File: src/rtl/alu_result_stage_if.sv
// Handshake bundle between the ALU, the result stage and its consumer/control path.
// The slave modport is the result stage; the master modport is its environment.
interface alu_result_stage_if #(
    parameter int unsigned WIDTH       = 32,
    parameter int unsigned COUNT_WIDTH = 16
);
    logic                   in_valid;
    logic                   in_ready;
    logic [WIDTH-1:0]       in_result;
    logic                   in_carryout;
    logic                   in_overflow;
    logic [2:0]             in_cmd;

    logic                   out_valid;
    logic                   out_ready;
    logic [WIDTH-1:0]       out_result;
    logic                   out_carry;
    logic                   out_overflow;
    logic                   out_zero;
    logic [2:0]             out_cmd;

    logic                   clear_status;
    logic                   sticky_overflow;
    logic                   sticky_carry;
    logic [COUNT_WIDTH-1:0] op_count;

    modport master (
        output in_valid, in_result, in_carryout, in_overflow, in_cmd,
        output out_ready, clear_status,
        input  in_ready,
        input  out_valid, out_result, out_carry, out_overflow, out_zero, out_cmd,
        input  sticky_overflow, sticky_carry, op_count
    );

    modport slave (
        input  in_valid, in_result, in_carryout, in_overflow, in_cmd,
        input  out_ready, clear_status,
        output in_ready,
        output out_valid, out_result, out_carry, out_overflow, out_zero, out_cmd,
        output sticky_overflow, sticky_carry, op_count
    );
endinterface

File: src/rtl/alu_result_stage.sv
// Registered output stage behind the ALU: 2-entry skid FIFO with per-command flag
// qualification, local zero detect, sticky carry/overflow and a saturating op counter.
module alu_result_stage #(
    parameter int unsigned WIDTH       = 32,
    parameter int unsigned COUNT_WIDTH = 16
) (
    input logic               clk,
    input logic               rst_n,
    alu_result_stage_if.slave bus
);
    logic [WIDTH-1:0]       mem_result_q [2];
    logic [2:0]             mem_cmd_q    [2];
    logic [1:0]             mem_carry_q;
    logic [1:0]             mem_ovf_q;
    logic [1:0]             mem_zero_q;

    logic                   wr_ptr_q;
    logic                   rd_ptr_q;
    logic [1:0]             count_q, count_d;
    logic                   in_ready_q;

    logic                   sticky_ovf_q, sticky_ovf_d;
    logic                   sticky_carry_q, sticky_carry_d;
    logic [COUNT_WIDTH-1:0] op_count_q, op_count_d;

    logic                   push, pop;
    logic                   flags_valid;
    logic                   qual_carry, qual_ovf;
    logic                   in_zero;

    always_comb begin
        push        = bus.in_valid && in_ready_q;
        pop         = (count_q != 2'd0) && bus.out_ready;
        // Only arithmetic commands produce meaningful carry/overflow.
        flags_valid = (bus.in_cmd == 3'd0) || (bus.in_cmd == 3'd1) || (bus.in_cmd == 3'd3);
        qual_carry  = flags_valid && bus.in_carryout;
        qual_ovf    = flags_valid && bus.in_overflow;
        in_zero     = (bus.in_result == '0);
    end

    always_comb begin
        count_d = count_q;
        if (push && !pop) begin
            count_d = count_q + 2'd1;
        end else if (!push && pop) begin
            count_d = count_q - 2'd1;
        end
    end

    always_ff @(posedge clk or negedge rst_n) begin
        if (!rst_n) begin
            mem_result_q[0] <= '0;
            mem_result_q[1] <= '0;
            mem_cmd_q[0]    <= '0;
            mem_cmd_q[1]    <= '0;
            mem_carry_q     <= '0;
            mem_ovf_q       <= '0;
            mem_zero_q      <= '0;
            wr_ptr_q        <= 1'b0;
            rd_ptr_q        <= 1'b0;
            count_q         <= 2'd0;
            in_ready_q      <= 1'b1;
        end else begin
            if (push) begin
                mem_result_q[wr_ptr_q] <= bus.in_result;
                mem_cmd_q[wr_ptr_q]    <= bus.in_cmd;
                mem_carry_q[wr_ptr_q]  <= qual_carry;
                mem_ovf_q[wr_ptr_q]    <= qual_ovf;
                mem_zero_q[wr_ptr_q]   <= in_zero;
                wr_ptr_q               <= ~wr_ptr_q;
            end
            if (pop) begin
                rd_ptr_q <= ~rd_ptr_q;
            end
            count_q    <= count_d;
            // Registered ready keeps out_ready off the upstream timing path.
            in_ready_q <= (count_d != 2'd2);
        end
    end

    always_comb begin
        if (bus.clear_status) begin
            // A push coinciding with clear still registers its own contribution.
            sticky_ovf_d   = push && qual_ovf;
            sticky_carry_d = push && qual_carry;
            op_count_d     = push ? COUNT_WIDTH'(1) : '0;
        end else begin
            sticky_ovf_d   = sticky_ovf_q   || (push && qual_ovf);
            sticky_carry_d = sticky_carry_q || (push && qual_carry);
            op_count_d     = op_count_q;
            if (push && !(&op_count_q)) begin
                op_count_d = op_count_q + COUNT_WIDTH'(1);
            end
        end
    end

    always_ff @(posedge clk or negedge rst_n) begin
        if (!rst_n) begin
            sticky_ovf_q   <= 1'b0;
            sticky_carry_q <= 1'b0;
            op_count_q     <= '0;
        end else begin
            sticky_ovf_q   <= sticky_ovf_d;
            sticky_carry_q <= sticky_carry_d;
            op_count_q     <= op_count_d;
        end
    end

    assign bus.in_ready        = in_ready_q;
    assign bus.out_valid       = (count_q != 2'd0);
    assign bus.out_result      = mem_result_q[rd_ptr_q];
    assign bus.out_carry       = mem_carry_q[rd_ptr_q];
    assign bus.out_overflow    = mem_ovf_q[rd_ptr_q];
    assign bus.out_zero        = mem_zero_q[rd_ptr_q];
    assign bus.out_cmd         = mem_cmd_q[rd_ptr_q];
    assign bus.sticky_overflow = sticky_ovf_q;
    assign bus.sticky_carry    = sticky_carry_q;
    assign bus.op_count        = op_count_q;
endmodule

File: src/flat_wrapper.sv
// flat-port wrapper written by rule: the top's interface ports become plain ports
module alu_result_stage_flat 
#(
    parameter int unsigned WIDTH       = 32,
    parameter int unsigned COUNT_WIDTH = 16
)
  (clk, rst_n, bus_in_valid, bus_in_result, bus_in_carryout, bus_in_overflow, bus_in_cmd, bus_out_ready, bus_clear_status, bus_in_ready, bus_out_valid, bus_out_result, bus_out_carry, bus_out_overflow, bus_out_zero, bus_out_cmd, bus_sticky_overflow, bus_sticky_carry, bus_op_count);
  alu_result_stage_if #(.WIDTH(WIDTH), .COUNT_WIDTH(COUNT_WIDTH)) bus_i ();
  input logic clk;
  input logic rst_n;
  input wire logic [$bits(bus_i.in_valid)-1:0] bus_in_valid;
  input wire logic [$bits(bus_i.in_result)-1:0] bus_in_result;
  input wire logic [$bits(bus_i.in_carryout)-1:0] bus_in_carryout;
  input wire logic [$bits(bus_i.in_overflow)-1:0] bus_in_overflow;
  input wire logic [$bits(bus_i.in_cmd)-1:0] bus_in_cmd;
  input wire logic [$bits(bus_i.out_ready)-1:0] bus_out_ready;
  input wire logic [$bits(bus_i.clear_status)-1:0] bus_clear_status;
  output wire logic [$bits(bus_i.in_ready)-1:0] bus_in_ready;
  output wire logic [$bits(bus_i.out_valid)-1:0] bus_out_valid;
  output wire logic [$bits(bus_i.out_result)-1:0] bus_out_result;
  output wire logic [$bits(bus_i.out_carry)-1:0] bus_out_carry;
  output wire logic [$bits(bus_i.out_overflow)-1:0] bus_out_overflow;
  output wire logic [$bits(bus_i.out_zero)-1:0] bus_out_zero;
  output wire logic [$bits(bus_i.out_cmd)-1:0] bus_out_cmd;
  output wire logic [$bits(bus_i.sticky_overflow)-1:0] bus_sticky_overflow;
  output wire logic [$bits(bus_i.sticky_carry)-1:0] bus_sticky_carry;
  output wire logic [$bits(bus_i.op_count)-1:0] bus_op_count;
  assign bus_i.in_valid = bus_in_valid;
  assign bus_i.in_result = bus_in_result;
  assign bus_i.in_carryout = bus_in_carryout;
  assign bus_i.in_overflow = bus_in_overflow;
  assign bus_i.in_cmd = bus_in_cmd;
  assign bus_i.out_ready = bus_out_ready;
  assign bus_i.clear_status = bus_clear_status;
  assign bus_in_ready = bus_i.in_ready;
  assign bus_out_valid = bus_i.out_valid;
  assign bus_out_result = bus_i.out_result;
  assign bus_out_carry = bus_i.out_carry;
  assign bus_out_overflow = bus_i.out_overflow;
  assign bus_out_zero = bus_i.out_zero;
  assign bus_out_cmd = bus_i.out_cmd;
  assign bus_sticky_overflow = bus_i.sticky_overflow;
  assign bus_sticky_carry = bus_i.sticky_carry;
  assign bus_op_count = bus_i.op_count;
  alu_result_stage #(.WIDTH(WIDTH), .COUNT_WIDTH(COUNT_WIDTH)) u_core (.clk(clk), .rst_n(rst_n), .bus(bus_i));
endmodule
File: config.mk
export PLATFORM = sky130hd
export DESIGN_NAME = alu_result_stage_flat
export DESIGN_NICKNAME = d
export VERILOG_FILES = /design/src/rtl/alu_result_stage_if.sv /design/src/rtl/alu_result_stage.sv /design/src/flat_wrapper.sv
export SDC_FILE = /design/constraint.sdc
export NUM_CORES = 1
export LEC_CHECK = 0
export CORE_MARGIN = 4
export CORE_UTILIZATION = 40
export CTS_BUF_LIST = sky130_fd_sc_hd__clkbuf_8
export DETAILED_ROUTE_END_ITERATION = 8
export PLACE_DENSITY_LB_ADDON = 0.2
export SYNTH_ARGS = -nofsm -noshare
export SYNTH_HDL_FRONTEND = slang
export SYNTH_SLANG_ARGS = --single-unit
export TNS_END_PERCENT = 30
File: constraint.sdc
create_clock -name clk -period 3 [get_ports clk]
set_input_delay 0.9 -clock clk [delete_from_list [all_inputs] [get_ports clk]]
set_output_delay 0.9 -clock clk [all_outputs]
set_load 0.01 [all_outputs]
=== Word level (Yosys, flattened, before mapping) ===
Index checks and enable logic that the tools add are counted.

* Register bits after elaboration: 99
* Bits of input ports: 42
* Output and inout bits: 58

* Add/sub/neg operators: 3
* Order comparisons: 6
* Equal/unequal tests: 3
* Multiplexer cells: 30
* Bitwise logic cells: 4
* Reduce and logical (&&, ||, !) cells: 23

{| class="wikitable"
|+ Operator list
! cell !! number
|-
| $mux 32 || 4
|-
| $bwmux 64 || 1
|-
| $demux 32 s1 || 1
|-
| $logic_not 32->1 || 1
|-
| $mux 16 || 2
|-
| $add 16x1->16 const B || 1
|-
| $reduce_and 16->1 || 1
|-
| $mux 3 || 4
|-
| $logic_and 1x1->1 || 11
|-
| $mux 1 || 10
|-
| $bwmux 2 || 3
|-
| $bwmux 6 || 1
|-
| $ge 2x2->1 const B || 2
|-
| $logic_or 1x1->1 || 4
|-
| $lt 1x2->1 const B || 2
|-
| $mux 2 || 2
|-
| $not 1->2 || 2
|-
| $reduce_bool 2->1 || 2
|-
| $demux 3 s1 || 1
|-
| $eq 3x1->1 const B || 1
|-
| $eq 3x2->1 const B || 1
|-
| $logic_not 1->1 || 3
|-
| $logic_not 3->1 || 1
|-
| $add 2x1->2 const B || 1
|-
| 6 further kinds || 7
|}

=== Logic depth before layout (Yosys ltp) ===
* Word-level depth: 7
* Gate-level depth with buffers: 7
* Depth with buffers taken out: 6

=== Worst setup path after synthesis ===
No wires, ideal clock.

* Path type: register to output
* From: reg u_core.rd_ptr_q
* To: out bus_out_result[12]
* Data arrival time: 1290 ps
* Slack: 810 ps
* Stages on the path, launching flop included: 4
* Buffers on the path: 2
* Cell sequence: dfrtp_1 -> buf_2 -> buf_1 -> mux2_2

* Longest elaborated chain between the ends: 4

{| class="wikitable"
|+ Ends and longest elaborated chain
! element !! line !! source
|-
| start: declaration || alu_result_stage.sv:18 || <nowiki>logic rd_ptr_q;</nowiki>
|-
| start signal: assignment || alu_result_stage.sv:73 || <nowiki>rd_ptr_q <= ~rd_ptr_q;</nowiki>
|-
| $not 1->2 (implied by the code) || alu_result_stage.sv:111 || <nowiki>assign bus.out_result = mem_result_q[rd_ptr_q];</nowiki>
|-
| $mux 32 (implied by the code) (3 in series) || alu_result_stage.sv:111 ||
|-
| end: declaration || flat_wrapper.sv:20 || <nowiki>output wire logic [$bits(bus_i.out_result)-1:0] bus_out_result;</nowiki>
|}

Every way passes these cells. The select of a mux whose other input is x is not followed.

=== Worst setup path in the final report ===
* From: reg u_core.rd_ptr_q
* To: out bus_out_cmd[0]

* Longest elaborated chain between the ends: 4

{| class="wikitable"
|+ Ends and longest elaborated chain
! element !! line !! source
|-
| $not 1->2 (implied by the code) || alu_result_stage.sv:115 || <nowiki>assign bus.out_cmd = mem_cmd_q[rd_ptr_q];</nowiki>
|-
| $mux 3 (implied by the code) (3 in series) || alu_result_stage.sv:115 ||
|-
| end: declaration || flat_wrapper.sv:24 || <nowiki>output wire logic [$bits(bus_i.out_cmd)-1:0] bus_out_cmd;</nowiki>
|}

Every way passes these cells. The select of a mux whose other input is x is not followed.

==> impl_metrics.env <==
export IMPL_ys_seq_area_share_pct=54.17
export IMPL_yosysWarningCount=0
export IMPL_drt_initial_drc_count=127
export IMPL_cp_startpoint="u_core.rd_ptr_q"
export IMPL_yosys_top_cells_area="dfrtp_1 54%, mux2_2 27%, nand2_1 1.6%, o31ai_1 1.1%, or4_1 1.1%"
export IMPL_synth_seq_cells=99
export IMPL_max_slew_margin_pct=31.99
export IMPL_setup_viol=0
export IMPL_sequentialPowerShare_pct=37.5
export IMPL_syn_area_sq_mm=0.004576
export IMPL_clock_sinks=99
export IMPL_fin_crit_ns=2.754
export IMPL_cts_buffers=9
export IMPL_drt_vias_per_instance=5.366
export IMPL_crit_arrival_ns=1.85
export IMPL_use_met2_pct=24.77
export IMPL_drc=0
export IMPL_fmax_mhz=363.1
export IMPL_fin_ws_ns=0.2456
export IMPL_clock_latency_ns=0.37
export IMPL_routabilityCongestion=0.8381
export IMPL_grt_use_met3_pct=4.632
export IMPL_finalCritPeriodShare_pct=91.81
export IMPL_num_rows=38
export IMPL_vias=3193
export IMPL_drive_gt1_share_pct=32.09
export IMPL_die_area_sq_mm=0.01321
export IMPL_timing_rr_end="u_core.bus.op_count[1]"
export IMPL_die_h_um=115.0
export IMPL_power_frac_clock_pct=14.4
export IMPL_gr_usage_met1_pct=22.90
export IMPL_htree_levels=3
export IMPL_hold_class="in2async"
export IMPL_crit_path_max_fanout=29
export IMPL_path_cells="buf_12, mux2_2, clkdlybuf4s50_1"
export IMPL_synthFlopType="dfrtp_1"
export IMPL_n_antenna_cell=0
export IMPL_syn_nets=393
export IMPL_r2r_start="u_core.bus.op_count[0]"
export IMPL_leakage_nw=2.415
export IMPL_fin_skew_ns=0.01269
export IMPL_startpoint_type="flip-flop"
export IMPL_rsz0062_at_grt="false"
export IMPL_coreArea_sq_mm=0.01103
export IMPL_crit_path_end_kind="primary output"
export IMPL_start_util_pct=41.48
export IMPL_reg2regPathDepth=5
export IMPL_grt_usage_pct=16.51
export IMPL_netlist_instances=349
export IMPL_pin_count=100
export IMPL_holdBufCountCts=0
export IMPL_p_sw_share_pct=31.66
export IMPL_grt_overflow=0
export IMPL_antenna_found_initial=0
export IMPL_status="complete, no violations"
export IMPL_dp_slack_ns=0.2066
export IMPL_avgSynthCellArea_sq_um=13.11
export IMPL_synth_top_cell_area_share_pct=53.60
export IMPL_grt_pass1_wl_um=17170
export IMPL_fin_nets=494
export IMPL_pwr_share_comb_pct=48.1
export IMPL_worstMarginPinSlew_ns=1.017
export IMPL_p_int_mw=3.939
export IMPL_grt_max_degree=41
export IMPL_slowest_stage="clkdlybuf4s50_1"
export IMPL_detail_route_antenna_nets=0
export IMPL_peakVddDrop_uv=501.0
export IMPL_area_growth_pct=30.60
export IMPL_path_delay_family="buffers and inverters"
export IMPL_finalSetupTns_ns=0
export IMPL_postCtsSetupRepairBufs=0
export IMPL_cts_max_path_buffers=2
export IMPL_port_buffers=99
export IMPL_synth_edf_count=0
export IMPL_critical_path_max_stage_delay_ns=0.51
export IMPL_hpwl_um=7344
export IMPL_maxCapViolCount=0
export IMPL_finalHoldViolations=0
export IMPL_cts_resized_gates=0
export IMPL_wl_um=10340
export IMPL_root_buffer="clkbuf_8"
export IMPL_critical_path_class="reg2out"
export IMPL_synth_async_reset_ratio_pct=100.0
export IMPL_netlist_top_cell_by_area="dfrtp_1"
export IMPL_grt_pass1_vias=3305
export IMPL_rrSetupSlack_ns=0.86
export IMPL_synth_distinct_cells=38
export IMPL_power_density_mw_per_mm2=964.5
export IMPL_clk_pin_slew_ns=0.10
export IMPL_cp_buffers_inverters=2
export IMPL_final_util_pct=54.17
export IMPL_worstPathRequired_ns=2.10
export IMPL_p_sw_mw=1.825
export IMPL_die_w_um=115.0
export IMPL_power_mw=5.764
export IMPL_first_pass_iters=4
export IMPL_slew_violations=0
export IMPL_top_usage_layer="met2"
export IMPL_tritoncts="yes"
export IMPL_routedWlPerCell_um=17.38
-- how the worst max path moves through the flow --
stage / to / slack, ns / depth (start not counted)
5_1_grt: bus_out_zero / 0.16 / 3
3_3_place_gp: u_core.bus.op_count[9] / 0.27 / 5
2_1_floorplan: bus_out_result[12] / 0.81 / 3
6_report: bus_out_cmd[0] / 0.25 / 3
3_5_place_dp: u_core.bus.op_count[9] / 0.21 / 5
4_1_cts: bus_out_zero / 0.21 / 3
-- flip-flops by register name, summed over array words and instances, names as in the netlist --
name                        cells
u_core.bus.in_ready             1
u_core.bus.op_count            16
u_core.bus.sticky_carry         1
u_core.bus.sticky_overflow      1
u_core.count_q                  2
u_core.mem_carry_q              2
u_core.mem_cmd_q                6
u_core.mem_ovf_q                2
u_core.mem_result_q            64
u_core.mem_zero_q               2
u_core.rd_ptr_q                 1
u_core.wr_ptr_q                 1
-- per-layer routing --
metal	wire [um]	vias to the layer above
li1	-	1484
met1	4671	1608
met2	4722	90
met3	771	11
met4	174	0
met5	0	-
-- kinds of logic (layout without fill, tap and decap cells) --
logic type / Yosys count / after routing / share of synthesized area [%]
AO/OA/AOI/OAI: 41 / 41 / 6.152
buffers and inverters: 26 / 132 / 2.899
XOR/XNOR: 3 / 3 / 0.5743
multiplexers: 109 / 109 / 26.80
AND/OR/NAND/NOR: 69 / 69 / 8.860
flip-flops: 99 / 99 / 54.17
adder cells (fa/ha/maj): 2 / 2 / 0.5468
-- synthesized netlist by cell type (2+ instances only) --
master    instances
buf_1             2
or3_1             6
inv_1             7
nor4_1            8
o31ai_1           7
a21oi_2           5
and4_1            3
or4_1             7
nand3_1           4
nand4_1           7
nand2b_1          3
o22ai_1           2
ha_1              2
nor3b_1           2
o21ai_1           5
nor2_1            3
buf_2             9
o211ai_1          2
mux2_2          108
o21ai_0           7
dfrtp_1          98
xnor2_1           3
and2_1            3
nand2_1          19
clkbuf_1          6
a21oi_1           9
-- final cells by class --
class | count | area, sq um
Timing Repair Buffer | 109 | 1139
Clock buffer | 10 | 137.6
Inverter | 7 | 26.28
Tap cell | 140 | 175.2
Multi-Input combinational cell | 224 | 1969
Sequential cell | 99 | 2480
Clock inverter | 6 | 48.80
Fill cell | 994 | 5055
-- through the flow --
step	area, sq um	hold WS [ns]	cells
2_1_floorplan	4576	0.4444	349
5_1_grt	5976	0.5174	595
6_report	5976	0.4837	595
3_3_place_gp	5789	0.4568	579
4_1_cts	5976	0.4902	595
3_5_place_dp	5789	0.4696	579
-- power groups by stage --
stage	combinational, mW	sequential [mW]	clock [mW]
CTS	2.83	2.16	0.848
global placement	2.77	2.15	0
floorplan	1.60	2.11	0
global route	3.01	2.24	0.903
finish	2.77	2.16	0.827
detailed placement	2.81	2.19	0
-- cell usage in the layout (no fill, tap or decap), types with 2 or more instances in the layout --
cell and instances:
o211ai_1 2, and2_1 3, o21ai_1 5, ha_1 2, buf_12 6, nand2_1 18, clkinv_4 2, o22ai_1 2
dfrtp_1 97, o31ai_1 7, or3_1 6, mux2_2 108, clkbuf_8 10, nand4_1 7, nand3_1 4, a21oi_2 5
inv_1 7, clkdlybuf4s50_1 98, and4_1 3, xnor2_1 3, buf_4 5, nor2_1 3, a21oi_1 9, nor4_1 8
clkinvlp_4 3, nor3b_1 2, nand2b_1 2, o21ai_0 7, or4_1 7
Power figures use the tool's default switching activity.
